File: src/rtl/trivium_keystream_gen.sv
// Trivium keystream generator: 64-bit seed as key, zero IV, 1152-step warm-up, UNROLL steps per clock.
// First word registered after 1152/UNROLL + 64/UNROLL edges; no back-pressure, each valid pulse is consumed.
module trivium_keystream_gen #(
  parameter int UNROLL = 64
) (
  input  logic        clk,
  input  logic        rst,
  input  logic [63:0] seed,
  output logic [63:0] random_out,
  output logic        random_valid
);

  localparam int WARM_EDGES = 1152 / UNROLL;
  localparam int WORD_EDGES = 64 / UNROLL;
  localparam int WCW        = (WORD_EDGES > 1) ? $clog2(WORD_EDGES) : 1;

  typedef enum logic {WARMUP, RUN} state_t;

  state_t            r_state;
  state_t            w_state_nxt;
  logic [287:0]      r_s;
  logic [287:0]      w_s_stepped;
  logic [10:0]       r_warm_cnt;
  logic [10:0]       w_warm_cnt_nxt;
  logic [WCW-1:0]    r_word_cnt;
  logic [WCW-1:0]    w_word_cnt_nxt;
  logic [63:0]       r_collect;
  logic [63:0]       w_collect_nxt;
  logic [63:0]       w_word;
  logic [63:0]       w_out_nxt;
  logic              w_vld_nxt;
  logic [UNROLL-1:0] w_z;

  // Bit k-1 of the vector holds Trivium state bit s_k; result is {z, next_state}.
  function automatic logic [288:0] trivium_step(input logic [287:0] s);
    logic t1, t2, t3, z;
    t1 = s[65] ^ s[92];
    t2 = s[161] ^ s[176];
    t3 = s[242] ^ s[287];
    z  = t1 ^ t2 ^ t3;
    t1 = t1 ^ (s[90] & s[91]) ^ s[170];
    t2 = t2 ^ (s[174] & s[175]) ^ s[263];
    t3 = t3 ^ (s[285] & s[286]) ^ s[68];
    return {z, s[286:177], t2, s[175:93], t1, s[91:0], t3};
  endfunction

  always_comb begin : keystream_chain
    logic [288:0] step_res;
    step_res    = '0;
    w_s_stepped = r_s;
    w_z         = '0;
    for (int i = 0; i < UNROLL; i++) begin
      step_res    = trivium_step(w_s_stepped);
      w_z[i]      = step_res[288];
      w_s_stepped = step_res[287:0];
    end
  end

  // Earlier keystream bits land in lower word positions.
  always_comb begin : word_assembly
    w_word = r_collect;
    for (int j = 0; j < WORD_EDGES; j++) begin
      if (r_word_cnt == WCW'(j)) begin
        w_word[j*UNROLL +: UNROLL] = w_z;
      end
    end
  end

  always_comb begin : fsm_next
    w_state_nxt    = r_state;
    w_warm_cnt_nxt = r_warm_cnt;
    w_word_cnt_nxt = r_word_cnt;
    w_collect_nxt  = r_collect;
    w_out_nxt      = random_out;
    w_vld_nxt      = 1'b0;
    case (r_state)
      WARMUP: begin
        if (r_warm_cnt == 11'(WARM_EDGES - 1)) begin
          w_state_nxt    = RUN;
          w_warm_cnt_nxt = '0;
          w_word_cnt_nxt = '0;
        end else begin
          w_warm_cnt_nxt = r_warm_cnt + 11'd1;
        end
      end
      RUN: begin
        w_collect_nxt = w_word;
        if (r_word_cnt == WCW'(WORD_EDGES - 1)) begin
          w_word_cnt_nxt = '0;
          w_out_nxt      = w_word;
          w_vld_nxt      = 1'b1;
        end else begin
          w_word_cnt_nxt = r_word_cnt + WCW'(1);
        end
      end
      default: w_state_nxt = WARMUP;
    endcase
  end

  always_ff @(posedge clk) begin
    if (rst) begin
      r_state      <= WARMUP;
      r_s          <= {3'b111, 221'd0, seed};
      r_warm_cnt   <= '0;
      r_word_cnt   <= '0;
      r_collect    <= '0;
      random_out   <= '0;
      random_valid <= 1'b0;
    end else begin
      r_state      <= w_state_nxt;
      r_s          <= w_s_stepped;
      r_warm_cnt   <= w_warm_cnt_nxt;
      r_word_cnt   <= w_word_cnt_nxt;
      r_collect    <= w_collect_nxt;
      random_out   <= w_out_nxt;
      random_valid <= w_vld_nxt;
    end
  end

endmodule

File: config.mk
export PLATFORM = sky130hd
export DESIGN_NAME = trivium_keystream_gen
export DESIGN_NICKNAME = d
export VERILOG_FILES = /design/src/rtl/trivium_keystream_gen.sv
export SDC_FILE = /design/constraint.sdc
export NUM_CORES = 1
export LEC_CHECK = 0
export CAP_MARGIN = 30
export CORE_ASPECT_RATIO = 1.1
export CORE_UTILIZATION = 52
export DETAILED_ROUTE_END_ITERATION = 12
export PLACE_DENSITY = 0.72
export SETUP_SLACK_MARGIN = 0.05
export SLEW_MARGIN = 10
export SYNTH_ARGS = -nofsm -noshare
export SYNTH_HDL_FRONTEND = slang
export SYNTH_SLANG_ARGS = --single-unit
File: constraint.sdc
create_clock -name clk -period 1.7 [get_ports clk]
set_input_delay 0.34 -clock clk [delete_from_list [all_inputs] [get_ports clk]]
set_output_delay 0.34 -clock clk [all_outputs]
set_load 0.05 [all_outputs]
Word level (Yosys, flattened, before mapping)

Index checks and enable logic that the tools add are counted.

Multipliers: 0
Add/subtract/negate cells: 2
$lt $le $gt $ge: 0
Div/mod/pow operators: 0
Muxes and demuxes: 9
Equality and inequality tests: 2
Shift-type cells: 0
Bitwise logic cells: 898
Reductions and logical operators: 2

Operators by type and width:

| kind                  | number |
|---|---|
| $xor 1x1->1           | 704 |
| $and 1x1->1           | 192 |
| $mux 64               | 2 |
| $add 11x1->11 const B | 1 |
| $eq 11x5->1 const B   | 1 |
| $mux 11               | 1 |
| $mux 1                | 5 |
| $ne 2x2->1 const B    | 1 |
| $not 1->1             | 2 |
| $pmux 1 s2            | 1 |
| $reduce_and 2->1      | 1 |
| $reduce_or 2->1       | 1 |
| $add 1x1->1 const B   | 1 |

Bits of input ports: 66
Register bits after elaboration: 430
Output and inout port bits: 65
Logic and storage cells: 921
RAM bits: 0
Bits in latches: 0
Memories: 0
Bits in read-only memories: 0

Longest topological paths before layout

Gate-level depths: netlist of the first run.

Word-level depth: 4
Depth in mapped cells: 5
Mapped depth without buffers: 5

Worst setup path before layout of the first run

No wires, ideal clock.

Path type: input-to-reg
Start: input rst
End: register random_out[10]
Required time: 1.553 ns
Path buffers: 3
Stages on the path: 4
Setup slack: 0.316 ns
Arrival time: 1.237 ns
Library setup time: 0.147 ns
Cells stage by stage: buf_2 clkbuf_1 clkbuf_1 a211oi_2

RTL lines:

| element                | RTL line | text |
|---|---|---|
| start: declaration     | 7        | `input logic rst,` |
| end signal: assignment | 115      | `random_out <= w_out_nxt;` |
| end: declaration       | 9        | `output logic [63:0] random_out,` |

No word-level cell between the ends.

Final worst setup path of the first run

Start: register r_s[226]
End: register random_out[61]

Longest elaborated chain between the ends: 3

Ends and longest elaborated chain:

| element                  | RTL line | text |
|---|---|---|
| start: declaration       | 21       | `logic [287:0] r_s;` |
| start signal: assignment | 103      | `r_s <= {3'b111, 221'd0, seed};` |
| start signal: assignment | 111      | `r_s <= w_s_stepped;` |
| $xor 1x1->1              | 39       | `t3 = s[242] ^ s[287];` |
| $xor 1x1->1              | 40       | `z = t1 ^ t2 ^ t3;` |
| $mux 64                  | 63       | `if (r_word_cnt == WCW'(j)) begin` |

No other way between the ends.
A chain may end at the register's enable or synchronous reset.

==> reports/qor.yml, run 1 <==
first_pass_iters: 5
rsz0062_at_grt: "yes"
p_switching_mw: 20.16
layout_commonest_cell: "dfxtp_1"
num_io_pins: 131
setup_ws_ns: 0.04499
tightest_slew_ns: 0.6275
clk_path_buf_depth: 3
worst_setup_path_end_kind: "register"
crit_fanout: 5
core.rowCount: 73
cp_num_buf_inv: 0
synth-compound-area-share: 0.04124
finalClockSkew_ns: 0.01621
totalWireLength_mm: 64.49
hold_path_depth: 2
syn_nets: 1596
drc_errors: 0
setup_viol: 0
post-route-min-period_ns: 1.655
ys_async_sr_fraction: 0
start_util: 0.5256
multiInputGateArea_um2: 11600
synthCells: 1528
synth_mux_area_frac: 0.03800
fin_crit_sh: 0.9735
port_buffers: 130
reg2reg_from: "r_s[226]$_SDFF_PP0_"
synth-seq-area-share: 0.3853
synth_fa_ha_area_frac: 0.001320
ctsResizeCount: 2
clock.fmax_mhz: 604.2
gr-total-overflow: 0
maxCapViolations: 0
ff_latch_area_um2: 7312
fin_tns_setup_ns: 0
hold_viol: 0
cts_tree: "yes"
post-place-ws_ns: -0.002815
powerDensity_nw_per_um2: 2494
die_h_um: 202.3
htreeDepth: 2
dp.cells: 2283
dp_hpwl_mm: 51.43
fin_util: 0.6551
clockRootBuffer: "clkbuf_16"
final-max-slew-violation-count: 0
seq_power_share: 0.265
ys_warn_count: 0
critPathLaunch: "r_s[226]$_SDFF_PP0_"
fillerInstances: 2739
rr_worst_depth: 3
final_area_um2: 23630
crit_family: "XOR/XNOR gates"
die_w_um: 184.1
synth_edf_count: 0
p_leak_nw: 11.26
antenna_left: 0
drive_gt1_frac: 0.2444
grt_pass1_vias: 13100
syn_area_um2: 18960
placed_area_um2: 22120
synth_top_family_by_area: "XOR/XNOR gates"
ctsHoldBuffers: 0
cp_cell_sequence: "xor2_1, xnor3_1, a211oi_2"
p_clk_frac: 0.152
viasPerCell: 5.551
cp.arrival_ns: 2.11
antenna_found_initial: 2
num_vias: 13070
drtIter0Drc: 1350
coreArea_um2: 36080
syn_avg_cell_area_um2: 12.41
cp_data_required_time_ns: 2.15
wl_per_cell_um: 27.40
clkSlewWorstSetupHoldPaths_ns: 0.06
vdd_drop_max_uv: 966.4
hold_slack_ns: 0.1685
synth-simple-area-share: 0.1242
min_path_type: "input port to register"
cts.sinks: 365
final_cells: 2354
post_cts_buffers: 0
switching_share: 0.3420
layout_common_cells: "363 x dfxtp_1, 245 x buf_4, 195 x nand2_1"
critPathMaxStageDelay_ns: 0.51
syn2layout_area_growth_pct: 24.62
dieArea_um2: 37240
track_usage: 0.3521
ys_ff_latch: 365
crit_cells: 3
cts_buffers: 39
final_nets: 1905
synth_flop_cell: "dfxtp_1"
critical_path_class: "register to register"
synth_cell_types: 34
total_power_mw: 58.94
internal_power_mw: 38.78
slew-limit-headroom: 0.5787
cp_slowest_cell: "xnor3_1"
start_kind: "register"
outcome: "finished, final reports clean"
hp-start: "rst"
synth-xor-area-share: 0.3979
insertion_delay_ns: 0.54
place_congestion: 1.041
pwr-share-comb: 0.583
grt_max_degree: 77
grt_pass1_wl_mm: 90.55
-- cell families (layout without fill, tap and decap cells) --
| logic type | Yosys count | count (layout) |
|---|---|---|
| adder cells (fa/ha/maj) | 2 | 2 |
| AO/OA/AOI/OAI | 83 | 83 |
| multiplexers | 64 | 64 |
| buffers and inverters | 58 | 396 |
| AND/OR/NAND/NOR | 506 | 506 |
| XOR/XNOR | 450 | 450 |
| flip-flops | 365 | 365 |
| other | 0 | 1 |
-- Yosys cell counts (2+ instances only) --
cell      instances  share of area
nor2_1          134          0.027
nor2b_1         156          0.051
or2_2             3        0.00099
nand3_1           3        0.00079
dfxtp_1         365           0.39
a211oi_2         37          0.024
inv_1             3        0.00059
a211oi_1         27          0.011
nand4b_1          2        0.00092
clkbuf_1         38         0.0075
o21ai_0           4         0.0011
nand2_1         195          0.039
xnor3_1         193           0.23
buf_1             9         0.0018
xor3_1           62          0.078
buf_2             8         0.0021
o31ai_1           3         0.0012
a21oi_1           9         0.0024
or4_1             3         0.0012
mux2_2           64          0.038
xor2_1           67          0.031
ha_1              2         0.0013
xnor2_1         127          0.059
or3_1             4         0.0013
-- routing by layer --
metal / part of all wire / vias up / GRT usage
met1: 0.38 / 6370 / 0.4614
met3: 0.11 / 188 / 0.09027
li1: - / 5713 / -
met4: 0.062 / 2 / 0.1902
met5: 0.00014 / - / 0
met2: 0.44 / 795 / 0.5345
-- area by class of cell --
type | count | area share
Antenna cell | 1 | 0.0001059
Clock buffer | 55 | 0.04902
Clock inverter | 15 | 0.007676
Inverter | 3 | 0.0004765
Multi-Input combinational cell | 1105 | 0.4910
Sequential cell | 365 | 0.3094
Tap cell | 487 | 0.02578
Timing Repair Buffer | 323 | 0.1166
-- registers in the layout, summed over array words and instances (netlist names) --
name          count
r_warm_cnt       11
random_valid      1
r_s             288
r_state           1
random_out       64
-- worst paths after layout --
path | endpoint | slack, ns
hold reg to reg | r_s[157]$_SDFF_PP0_ | 0.44
hold / removal | r_s[155]$_SDFF_PP0_ | 0.17
setup / recovery | random_out[61]$_SDFFE_PP0P_ | 0.04
setup reg to reg | random_out[61]$_SDFFE_PP0P_ | 0.04
-- worst reg2reg max path: stages, from the launching register on --
cell and delay, ns:
dfxtp_1 0.47, xor2_1 0.37, xnor3_1 0.51, a211oi_2 0.22
-- power by group through the flow --
stage / combinational (mW) / sequential (mW) / clock, mW
final: 34.4 / 15.6 / 8.98
after global placement: 33.2 / 15.4 / 0
after global routing: 35.8 / 15.6 / 9.36
after CTS: 33.9 / 15.3 / 9.04
after floorplan: 24.4 / 13.7 / 0
after detailed placement: 33.6 / 15.4 / 0
Power figures use the tool's default switching activity.
==> run 2: changes to the inputs <==
Settings changed: GPL_ROUTABILITY_DRIVEN from default to 0.
==> reports/qor.yml, run 2 (synthesized netlist as in run 1, its figures left out) <==
first_pass_iters: 6
finalClockSkew_ns: 0.01640
layout_commonest_cell: "dfxtp_1"
largest_reg_flops: 288
critical_path_class: "register to register"
num_io_pins: 131
maxCapViolations: 0
pwr-share-comb: 0.577
crit_family: "XOR/XNOR gates"
min_path_type: "input port to register"
final_nets: 1887
syn2layout_area_growth_pct: 23.37
antenna_found_initial: 3
totalWireLength_mm: 62.81
clock.fmax_mhz: 585.9
seq_power_share: 0.272
post-place-ws_ns: 0.04788
powerDensity_nw_per_um2: 2489
drive_gt1_frac: 0.2365
fin_crit_sh: 1.004
outcome: "complete, but fails checks"
cp.arrival_ns: 2.17
setup_ws_ns: -0.006697
layout_common_cells: "359 x dfxtp_1, 231 x buf_4, 195 x nand2_1"
busiest_layer: "met2"
largest-register: "r_s"
gr-total-overflow: 0
slew-limit-headroom: 0.6091
antenna_left: 0
clk_path_buf_depth: 3
hold_viol: 0
wl_per_cell_um: 26.90
p_switching_mw: 19.95
total_power_mw: 58.22
fin_tns_setup_ns: -0.006697
critPathMaxStageDelay_ns: 0.52
cp_num_buf_inv: 0
met3_usage: 0.06937
cp_data_required_time_ns: 2.16
drc_errors: 0
final_cells: 2335
gr-usage-met2: 0.5281
antenna_cells: 0
die_w_um: 184.1
switching_share: 0.3427
htreeDepth: 2
tightest_slew_ns: 0.5782
final_area_um2: 23400
post-route-min-period_ns: 1.707
dp.cells: 2265
start_util: 0.5256
top_regs: "r_s (288), random_out (64), r_warm_cnt (11)"
violations: "setup timing"
worst_setup_path_end_kind: "register"
grtUsageMet1: 0.4719
core.rowCount: 73
insertion_delay_ns: 0.55
cp_cell_sequence: "xnor2_2, xnor3_1, a211oi_2"
internal_power_mw: 38.27
cts.sinks: 365
grt_max_degree: 53
num_vias: 13060
p_clk_frac: 0.152
track_usage: 0.3483
port_buffers: 130
rsz0062_at_grt: "yes"
clkSlewWorstSetupHoldPaths_ns: 0.06
start_kind: "register"
dieArea_um2: 37240
viasPerCell: 5.593
die_h_um: 202.3
cts_tree: "yes"
p_leak_nw: 11.12
placed_area_um2: 21930
fin_util: 0.6485
cp_slowest_cell: "xnor2_2"
hold_slack_ns: 0.1294
drtIter0Drc: 1551
dp_hpwl_mm: 49.91
grt_pass1_wl_mm: 90.44
setup_viol: 1
cts_buffers: 39
coreArea_um2: 36080
clockRootBuffer: "clkbuf_16"
grt_pass1_vias: 13180
crit_fanout: 5
vdd_drop_max_uv: 1029
final-max-slew-violation-count: 0
-- run 2: changes by cell type in the layout (fill, tap and decap cells not counted), sizes merged --
cell and delta:
clkbuf +2, diode -1, clkinvlp -1, clkinv +1
inv -1, bufinv -1, buf -18
-- run 2: final cells by class --
class,count,area [um2]
Clock buffer,57,1166
Clock inverter,13,143.9
Fill cell,2656,12680
Inverter,3,11.26
Multi-Input combinational cell,1105,11580
Sequential cell,365,7317
Tap cell,487,609.3
Timing Repair Buffer,305,2570
-- run 2: worst paths after layout --
kind                       start                          end  slack [ns]  cells past startpoint
min reg2reg  r_s[178]$_SDFF_PP0_          r_s[242]$_SDFF_PP0_        0.44                      1
min                          rst          r_s[239]$_SDFF_PP0_        0.13                      2
max          r_s[131]$_SDFF_PP0_  random_out[45]$_SDFFE_PP0P_      -0.007                      3
max reg2reg  r_s[131]$_SDFF_PP0_  random_out[45]$_SDFFE_PP0P_      -0.007                      3
-- run 2: per-layer routing --
layer / vias up / routed length [um] / part of all wire
li1: 5681 / - / -
met1: 6386 / 24590 / 0.39
met2: 807 / 27850 / 0.44
met3: 182 / 6606 / 0.11
met4: 4 / 3748 / 0.060
met5: - / 19 / 0.00030
-- run 2: power groups by stage --
stage	Sequential [mW]	Combinational, mW	Clock, mW
final	15.8	33.6	8.83
after CTS	15.4	33.2	8.85
after global placement	15.5	32.6	0
after global routing	15.8	35.1	9.24
after floorplan	13.7	24.4	0
after detailed placement	15.6	32.8	0
-- run 2: timing repair --
action / 4_1_cts / 5_1_grt
buffers inserted: 0 / 0
gates resized for setup: 4 / 22
endpoints found under the setup margin: 5 / 20
hold buffers: 0 / 0
hold endpoints to repair: 0 / 0
pin swaps: 0 / 0
